## config.mk

```make
export PLATFORM = sky130hd
export DESIGN_NAME = sbox_lut_loader_flat
export DESIGN_NICKNAME = d
export VERILOG_FILES = /design/src/rtl/sbox_lut_loader_if.sv /design/src/rtl/sbox_lut_loader.sv /design/src/flat_wrapper.sv
export SDC_FILE = /design/constraint.sdc
export NUM_CORES = 1
export LEC_CHECK = 0
export ABC_AREA = 1
export BUFFER_PORTS_ARGS = -buffer_cell sky130_fd_sc_hd__clkbuf_2
export CAP_MARGIN = 20
export CORE_ASPECT_RATIO = 1.2
export CORE_UTILIZATION = 54
export DETAILED_ROUTE_END_ITERATION = 8
export GPL_TIMING_DRIVEN = 0
export PLACE_DENSITY_LB_ADDON = 0.05
export SLEW_MARGIN = 10
export SYNTH_ARGS = -nofsm -noshare
export SYNTH_HDL_FRONTEND = slang
export SYNTH_SLANG_ARGS = --single-unit
export TNS_END_PERCENT = 10
```

## constraint.sdc

```tcl
create_clock -name clk -period 3.7 [get_ports clk]
set_clock_uncertainty 0.05 [all_clocks]
set_input_delay 0.555 -clock clk [delete_from_list [all_inputs] [get_ports clk]]
set_output_delay 0.555 -clock clk [all_outputs]
set_load 0.02 [all_outputs]
```

## src/rtl/sbox_lut_loader_if.sv

```systemverilog
// Config word stream into the loader and the LUT write port out of it.
// The loader connects through the slave modport; its upstream/downstream peer uses master.
interface sbox_lut_loader_if #(
  parameter int ADDR_W = 5,
  parameter int DATA_W = 21
);
  logic              cfg_valid_i;
  logic [DATA_W-1:0] cfg_data_i;
  logic              cfg_ready_o;
  logic              upd_sbox_o;
  logic [ADDR_W-1:0] sbox_addr_o;
  logic [DATA_W-1:0] sbox_new_data_o;

  modport master (
    output cfg_valid_i, cfg_data_i,
    input  cfg_ready_o, upd_sbox_o, sbox_addr_o, sbox_new_data_o
  );

  modport slave (
    input  cfg_valid_i, cfg_data_i,
    output cfg_ready_o, upd_sbox_o, sbox_addr_o, sbox_new_data_o
  );
endinterface

```

## src/rtl/sbox_lut_loader.sv

```systemverilog
// Writes a contiguous, wrapping range of S-box LUT entries from a config word stream.
// state | meaning: IDLE wait start, LOAD accept words, FLUSH last strobe, DONE pulse done.
module sbox_lut_loader #(
  parameter int ADDR_W = 5,
  parameter int DATA_W = 21,
  parameter int CNT_W  = 6
) (
  input  logic              clk,
  input  logic              rst_n,
  input  logic              start_i,
  input  logic [ADDR_W-1:0] base_addr_i,
  input  logic [CNT_W-1:0]  num_i,
  input  logic              abort_i,
  sbox_lut_loader_if.slave  bus,
  output logic              busy_o,
  output logic              done_o,
  output logic              err_o,
  output logic              lut_valid_o
);

  typedef enum logic [1:0] {IDLE, LOAD, FLUSH, DONE} state_t;

  localparam logic [CNT_W-1:0] MAX_NUM = CNT_W'(2 ** ADDR_W);

  state_t            state_q, state_d;
  logic [ADDR_W-1:0] addr_q, addr_d;
  logic [CNT_W-1:0]  rem_q, rem_d;
  logic              upd_q, upd_d;
  logic [ADDR_W-1:0] sbox_addr_q, sbox_addr_d;
  logic [DATA_W-1:0] sbox_data_q, sbox_data_d;
  logic              err_q, err_d;
  logic              lut_valid_q, lut_valid_d;
  logic              cfg_ready;
  logic              hs;
  logic              num_ok;

  assign cfg_ready = (state_q == LOAD) && !abort_i;
  assign hs        = bus.cfg_valid_i && cfg_ready;
  assign num_ok    = (num_i != '0) && (num_i <= MAX_NUM);

  always_comb begin
    state_d     = state_q;
    addr_d      = addr_q;
    rem_d       = rem_q;
    upd_d       = 1'b0;
    sbox_addr_d = sbox_addr_q;
    sbox_data_d = sbox_data_q;
    err_d       = err_q;
    lut_valid_d = lut_valid_q;
    case (state_q)
      IDLE: begin
        // abort beats a simultaneous start, including its error side effects
        if (start_i && !abort_i) begin
          lut_valid_d = 1'b0;
          if (num_ok) begin
            state_d = LOAD;
            addr_d  = base_addr_i;
            rem_d   = num_i;
            err_d   = 1'b0;
          end else begin
            err_d = 1'b1;
          end
        end
      end
      LOAD: begin
        if (abort_i) begin
          state_d = IDLE;
          err_d   = 1'b1;
        end else if (hs) begin
          upd_d       = 1'b1;
          sbox_addr_d = addr_q;
          sbox_data_d = bus.cfg_data_i;
          addr_d      = addr_q + 1'b1;
          rem_d       = rem_q - 1'b1;
          if (rem_q == CNT_W'(1)) state_d = FLUSH;
        end
      end
      FLUSH: begin
        if (abort_i) begin
          state_d = IDLE;
          err_d   = 1'b1;
        end else begin
          state_d     = DONE;
          lut_valid_d = 1'b1;
        end
      end
      DONE:    state_d = IDLE;
      default: state_d = IDLE;
    endcase
  end

  always_ff @(posedge clk or negedge rst_n) begin
    if (!rst_n) begin
      state_q     <= IDLE;
      addr_q      <= '0;
      rem_q       <= '0;
      upd_q       <= 1'b0;
      sbox_addr_q <= '0;
      sbox_data_q <= '0;
      err_q       <= 1'b0;
      lut_valid_q <= 1'b0;
    end else begin
      state_q     <= state_d;
      addr_q      <= addr_d;
      rem_q       <= rem_d;
      upd_q       <= upd_d;
      sbox_addr_q <= sbox_addr_d;
      sbox_data_q <= sbox_data_d;
      err_q       <= err_d;
      lut_valid_q <= lut_valid_d;
    end
  end

  assign bus.cfg_ready_o     = cfg_ready;
  assign bus.upd_sbox_o      = upd_q;
  assign bus.sbox_addr_o     = sbox_addr_q;
  assign bus.sbox_new_data_o = sbox_data_q;
  assign busy_o              = (state_q != IDLE);
  assign done_o              = (state_q == DONE);
  assign err_o               = err_q;
  assign lut_valid_o         = lut_valid_q;

endmodule

```

## src/flat_wrapper.sv

```systemverilog
// flat-port wrapper written by rule: the top's interface ports become plain ports
module sbox_lut_loader_flat 
#(
  parameter int ADDR_W = 5,
  parameter int DATA_W = 21,
  parameter int CNT_W  = 6
)
  (clk, rst_n, start_i, base_addr_i, num_i, abort_i, busy_o, done_o, err_o, lut_valid_o, bus_cfg_valid_i, bus_cfg_data_i, bus_cfg_ready_o, bus_upd_sbox_o, bus_sbox_addr_o, bus_sbox_new_data_o);
  sbox_lut_loader_if #(.ADDR_W(ADDR_W), .DATA_W(DATA_W)) bus_i ();
  input  logic clk;
  input  logic rst_n;
  input  logic start_i;
  input  logic [ADDR_W-1:0] base_addr_i;
  input  logic [CNT_W-1:0] num_i;
  input  logic abort_i;
  output logic busy_o;
  output logic done_o;
  output logic err_o;
  output logic lut_valid_o;
  input wire logic [$bits(bus_i.cfg_valid_i)-1:0] bus_cfg_valid_i;
  input wire logic [$bits(bus_i.cfg_data_i)-1:0] bus_cfg_data_i;
  output wire logic [$bits(bus_i.cfg_ready_o)-1:0] bus_cfg_ready_o;
  output wire logic [$bits(bus_i.upd_sbox_o)-1:0] bus_upd_sbox_o;
  output wire logic [$bits(bus_i.sbox_addr_o)-1:0] bus_sbox_addr_o;
  output wire logic [$bits(bus_i.sbox_new_data_o)-1:0] bus_sbox_new_data_o;
  assign bus_i.cfg_valid_i = bus_cfg_valid_i;
  assign bus_i.cfg_data_i = bus_cfg_data_i;
  assign bus_cfg_ready_o = bus_i.cfg_ready_o;
  assign bus_upd_sbox_o = bus_i.upd_sbox_o;
  assign bus_sbox_addr_o = bus_i.sbox_addr_o;
  assign bus_sbox_new_data_o = bus_i.sbox_new_data_o;
  sbox_lut_loader #(.ADDR_W(ADDR_W), .DATA_W(DATA_W), .CNT_W(CNT_W)) u_core (.clk(clk), .rst_n(rst_n), .start_i(start_i), .base_addr_i(base_addr_i), .num_i(num_i), .abort_i(abort_i), .bus(bus_i), .busy_o(busy_o), .done_o(done_o), .err_o(err_o), .lut_valid_o(lut_valid_o));
endmodule
```

; Word level (Yosys, flattened, before mapping)
; Index checks and enable logic that the tools add are counted.
[op_classes]
add_sub_neg = 2
n_lt_le_gt_ge = 1
eq_ne = 12
mux = 27
n_bitwise = 1
reduce_logical = 17
[op_table]
columns = cell, n
row1 = $mux 6, 4
row2 = $mux 5, 4
row3 = $mux 2, 6
row4 = $pmux 6 s2, 1
row5 = $pmux 5 s2, 1
row6 = $reduce_and 3->1, 3
row7 = $mux 1, 8
row8 = $ne 2x1->1 const B, 4
row9 = $pmux 2 s4, 1
row10 = $reduce_bool 2->1, 4
row11 = $eq 6x1->1 const B, 1
row12 = $le 6x6->1 const B, 1
row13 = $reduce_bool 6->1, 1
row14 = $sub 6x1->6 const B, 1
row15 = $add 5x1->5 const B, 1
row16 = $reduce_and 5->1, 1
row17 = $eq 2x2->1 const B, 2
row18 = $logic_and 1x1->1, 4
row19 = $ne 2x2->1 const B, 2
row20 = $pmux 1 s2, 2
row21 = $reduce_and 4->1, 1
row22 = $ne 3x2->1 const B, 1
row23 = $ne 3x3->1 const B, 1
row24 = $eq 2x1->1 const B, 1
row25 = other kinds (4), 4
[word_totals]
ff_bits = 42
inputBits = 37
elab_cells = 68

; Logic depth before layout (Yosys ltp)
[depth]
ltp_word = 6
mapped_depth = 11

; Worst setup path before layout
; No wires, ideal clock.
[synth_timing]
kind = reg-to-reg
from = reg u_core.state_q[1]
to = reg u_core.addr_q[2]
setup_ns = 0.117
t_arrival_ns = 1.422
slack_ns = 2.111
path_stages_with_launch = 12
period_less_slack_ns = 1.589
path_cell_list = dfrtp_1 -> inv_1 -> ha_1 -> buf_6 -> inv_6 -> nor2_8 -> nand2_4 -> o21ai_2 -> nand2_2 -> buf_6 -> nand2_1 -> nand2_1
[synth_between]
elab_chain_cells = 5
word_cells_on_any_way = 11
cone_classes = eq/ne: 5 / mux: 1 / reduce/logical: 5
[synth_lines]
columns = element, line
row1 = "start, declared", sbox_lut_loader.sv:25  ; state_t state_q, state_d;
row2 = "start signal, assigned", sbox_lut_loader.sv:103  ; state_q <= state_d;
row3 = $eq 2x1->1, sbox_lut_loader.sv:37  ; assign cfg_ready = (state_q == LOAD) && !abort_i;
row4 = $logic_and 1x1->1, sbox_lut_loader.sv:37
row5 = named net bus_cfg_ready_o, flat_wrapper.sv:22  ; output wire logic [$bits(bus_i.cfg_ready_o)-1:0] bus_cfg_ready_o;
row6 = $logic_and 1x1->1, sbox_lut_loader.sv:38  ; assign hs = bus.cfg_valid_i && cfg_ready;
row7 = $ne 2x1->1 (no source line), --
row8 = $reduce_and 5->1 (no source line), --
row9 = "end signal, assigned", sbox_lut_loader.sv:104  ; addr_q <= addr_d;
row10 = "end, declared", sbox_lut_loader.sv:26  ; logic [ADDR_W-1:0] addr_q, addr_d;
; The timed path passes the listed nets, and every way through them passes these cells.
; A chain may end at the register's enable or synchronous reset.

; Worst setup path in the final report
[layout_timing]
from = reg u_core.state_q[1]
to = out bus_cfg_ready_o
[layout_between]
elab_chain_cells = 2
[layout_lines]
columns = element, line
row1 = $eq 2x1->1, sbox_lut_loader.sv:37
row2 = $logic_and 1x1->1, sbox_lut_loader.sv:37
row3 = "end, declared", flat_wrapper.sv:22
; Every way passes these cells.

==> metrics.txt <==
Placer Congestion around 0.85; via count of the first global-routing pass approximately 1700; Crit path largest cell delay 420 ps; Switching Share between 40% and 50%; GRT Util Overall 22.3%; Total Nets Final just under 400; WL final about 4400 µm; clock network power share around an eighth; final setup violation count 0; Post-CTS Setup Bufs 0; total gr overflow 0; Detail Route Antenna Nets 0; # clock sinks 42; Logic pwr share a little over half; antenna violations before repair 0; fin crit share about 57%; Slew Limit Fails 0; Worst-path clk slew around 70 ps; Cells after Synth roughly 270; critical path cell sequence inv_1 -> ha_1 -> buf_6 -> inv_6 -> nor2_8 -> clkbuf_2; R2R cell count 11; RSZ-0062 raised after global routing no; PortBufs slightly below 70; Core ar. about 3700 µm²; Internal Pwr Total 1.26 mW; r2r setup slk roughly 2000 ps; H-tree depth 2; Worst EP required between 3000 and 4000 ps; CTS Hold Bufs 0; most common cell in the netlist nand2_1; GRT busiest layer met2; crit path DAT 1510 ps; IO Count just under 70; Synth warnings 0; maximum clock frequency about 0.47 GHz; worst-path maximum fanout 9; static leakage 1.58 nW; Yosys reg bits 42; root buf cell clkbuf_8; largest net degree at the start of global routing between 40 and 50; TritonCTS clock tree done; met3 usage slightly below 6%; Max Cap Viol 0; met1 Track Usage GR roughly 28%; WL/cell between 10 and 15 µm; first-pass GRT wire length between 7000 and 8000 µm; peak supply drop between 500 and 600 µV; clock latency on the worst-skew pair about 290 ps; Initial Utilization roughly three fifths; drt drc 0; CTS Buffer Depth 2; Primary FF master, synth dfrtp_1; Num CTS Buffers 5; Netlist Area Pre-Place ~2200 µm²; Post-synth EDFFs 0; Flop pwr share 34.4%; sequential area share after synthesis 48.5%; top cells by count, synth nand2_1 (131), dfrtp_1 (42), nand3_1 (23); DP Worst Slack between 1500 and 2000 ps; cell taking the most area after synthesis dfrtp_1; Worst R2R End u_core.rem_q[0]$_DFFE_PN0P_; FP Rows 24; Async SR Flop Fraction 100%; die area between 4000 and 5000 µm²; met2 Resource Use GR a little under two fifths; Resized cells post-CTS 0; Slew headroom 76.6%; status complete, no violations; Slew @ Worst Pin about 350 ps; Vias per Instance approximately 4.8; Worst R2R Start u_core.state_q[1]$_DFFE_PN0P_; syn nets ~320; Die Ht ~71 µm; Unique masters post-synth 25; Die X approximately 60 µm; Fin. Hold Viols 0; crit end category primary output; crit start category register; hpwl dp approximately 3300 µm; setup ws final approximately 1600 ps; Avg Cell Area, Syn about 8 µm²; setup TNS 0 ps; ant diodes 0; vias after detailed routing approximately 1900; top-area cell type share of the netlist area 48.5%; CP max stage cell dfrtp_1; minimum clock period about 2100 ps; first drt pass iteration count 4; synth top area cells dfrtp_1 (49%), nand2_1 (23%), nand3_1 (5.3%); Worst Setup Path Type register to primary output; Hold WC Path Type input pin to asynchronous set/reset pin; share of layout cells above drive strength 1 between 20% and 30%; Iter 0 DRT Violations between 70 and 80; sw power around 1.1 mW; area delta synth->final 23.3%; PwrDens between 800 and 900 nW/µm²
## layout by cell type, fill, tap and decap left out
cell,n
ha_1,8
inv_6,1
xnor2_1,1
buf_4,3
buf_2,1
nand4_1,2
clkinv_2,2
o21ai_2,2
inv_2,1
clkbuf_8,5
a22o_1,1
nor2_1,13
o21ai_0,8
nand2_2,2
buf_12,1
o22ai_1,1
nor2_2,1
nand2_1,131
dfrtp_1,42
nor2_8,1
clkbuf_2,68
o211a_1,1
nand3_1,23
a21oi_1,2
or2_1,1
inv_1,17
nand2_4,1
buf_6,6
xor2_1,2
## cell families after synthesis
group	synth area share [%]
simple gates	33.4
flops	48.5
buf+inv	7.91
compound gates	4.28
fa+ha+maj	4.62
xor+xnor	1.21
## registers in the layout (all words and copies together) (netlist names)
name	cells
u_core.addr_q	5
u_core.bus.sbox_addr_o	5
u_core.bus.sbox_new_data_o	21
u_core.bus.upd_sbox_o	1
u_core.err_o	1
u_core.lut_valid_o	1
u_core.rem_q	6
u_core.state_q	2
## routing by layer
metal  routed length [µm]  vias up
met3                  258        7
met5                    0        -
li1                     -      993
met4                   63        0
met2                 2170       60
met1                 1960      872
## final cells by class
type,count,area (µm²)
fillers,324,1050
flip-flops and latches,42,1050
multi-input cells,201,943
repair buffers,69,360
plain buffers,10,95.1
inverters,19,76.3
clock buffers,5,68.8
well taps,52,65.1
clock inverters,2,10.0
## worst max-delay path: cells and delay by family (launching register included)
kind,cells,cell delay (ps)
buf+inv,4,520
fa+ha+maj,1,170
flops,1,420
simple gates,1,120
## metrics by stage
stage	instances	utilization, %	power, mW	hold slack [ps]	area [µm²]
finish	400	71.7	2.35	102	2670
detailed placement	392	69.1	2.09	412	2570
global placement	392	69.1	2.05	404	2570
CTS	399	71.2	2.37	397	2650
global route	400	71.7	2.56	102	2670
floorplan	272	-	1.72	209	2170
## worst max-delay path by stage
stage	endpoint	from
final	bus_cfg_ready_o	u_core.state_q[1]$_DFFE_PN0P_
after global routing	bus_cfg_ready_o	u_core.state_q[1]$_DFFE_PN0P_
after CTS	bus_cfg_ready_o	u_core.state_q[1]$_DFFE_PN0P_
after detailed placement	bus_cfg_ready_o	u_core.state_q[1]$_DFFE_PN0P_
after global placement	bus_cfg_ready_o	u_core.state_q[1]$_DFFE_PN0P_
after floorplan	u_core.addr_q[2]$_DFFE_PN0P_	u_core.state_q[1]$_DFFE_PN0P_
## power groups by stage
| stage | Combinational, mW | Clock, mW | Sequential [mW] |
|---|---|---|---|
| after floorplan | 0.744 | 0 | 0.978 |
| after global placement | 1.24 | 0 | 0.808 |
| after detailed placement | 1.27 | 0 | 0.816 |
| after CTS | 1.28 | 0.284 | 0.808 |
| after global routing | 1.41 | 0.304 | 0.838 |
| final | 1.27 | 0.276 | 0.810 |
(Power assumes the default switching activity.)
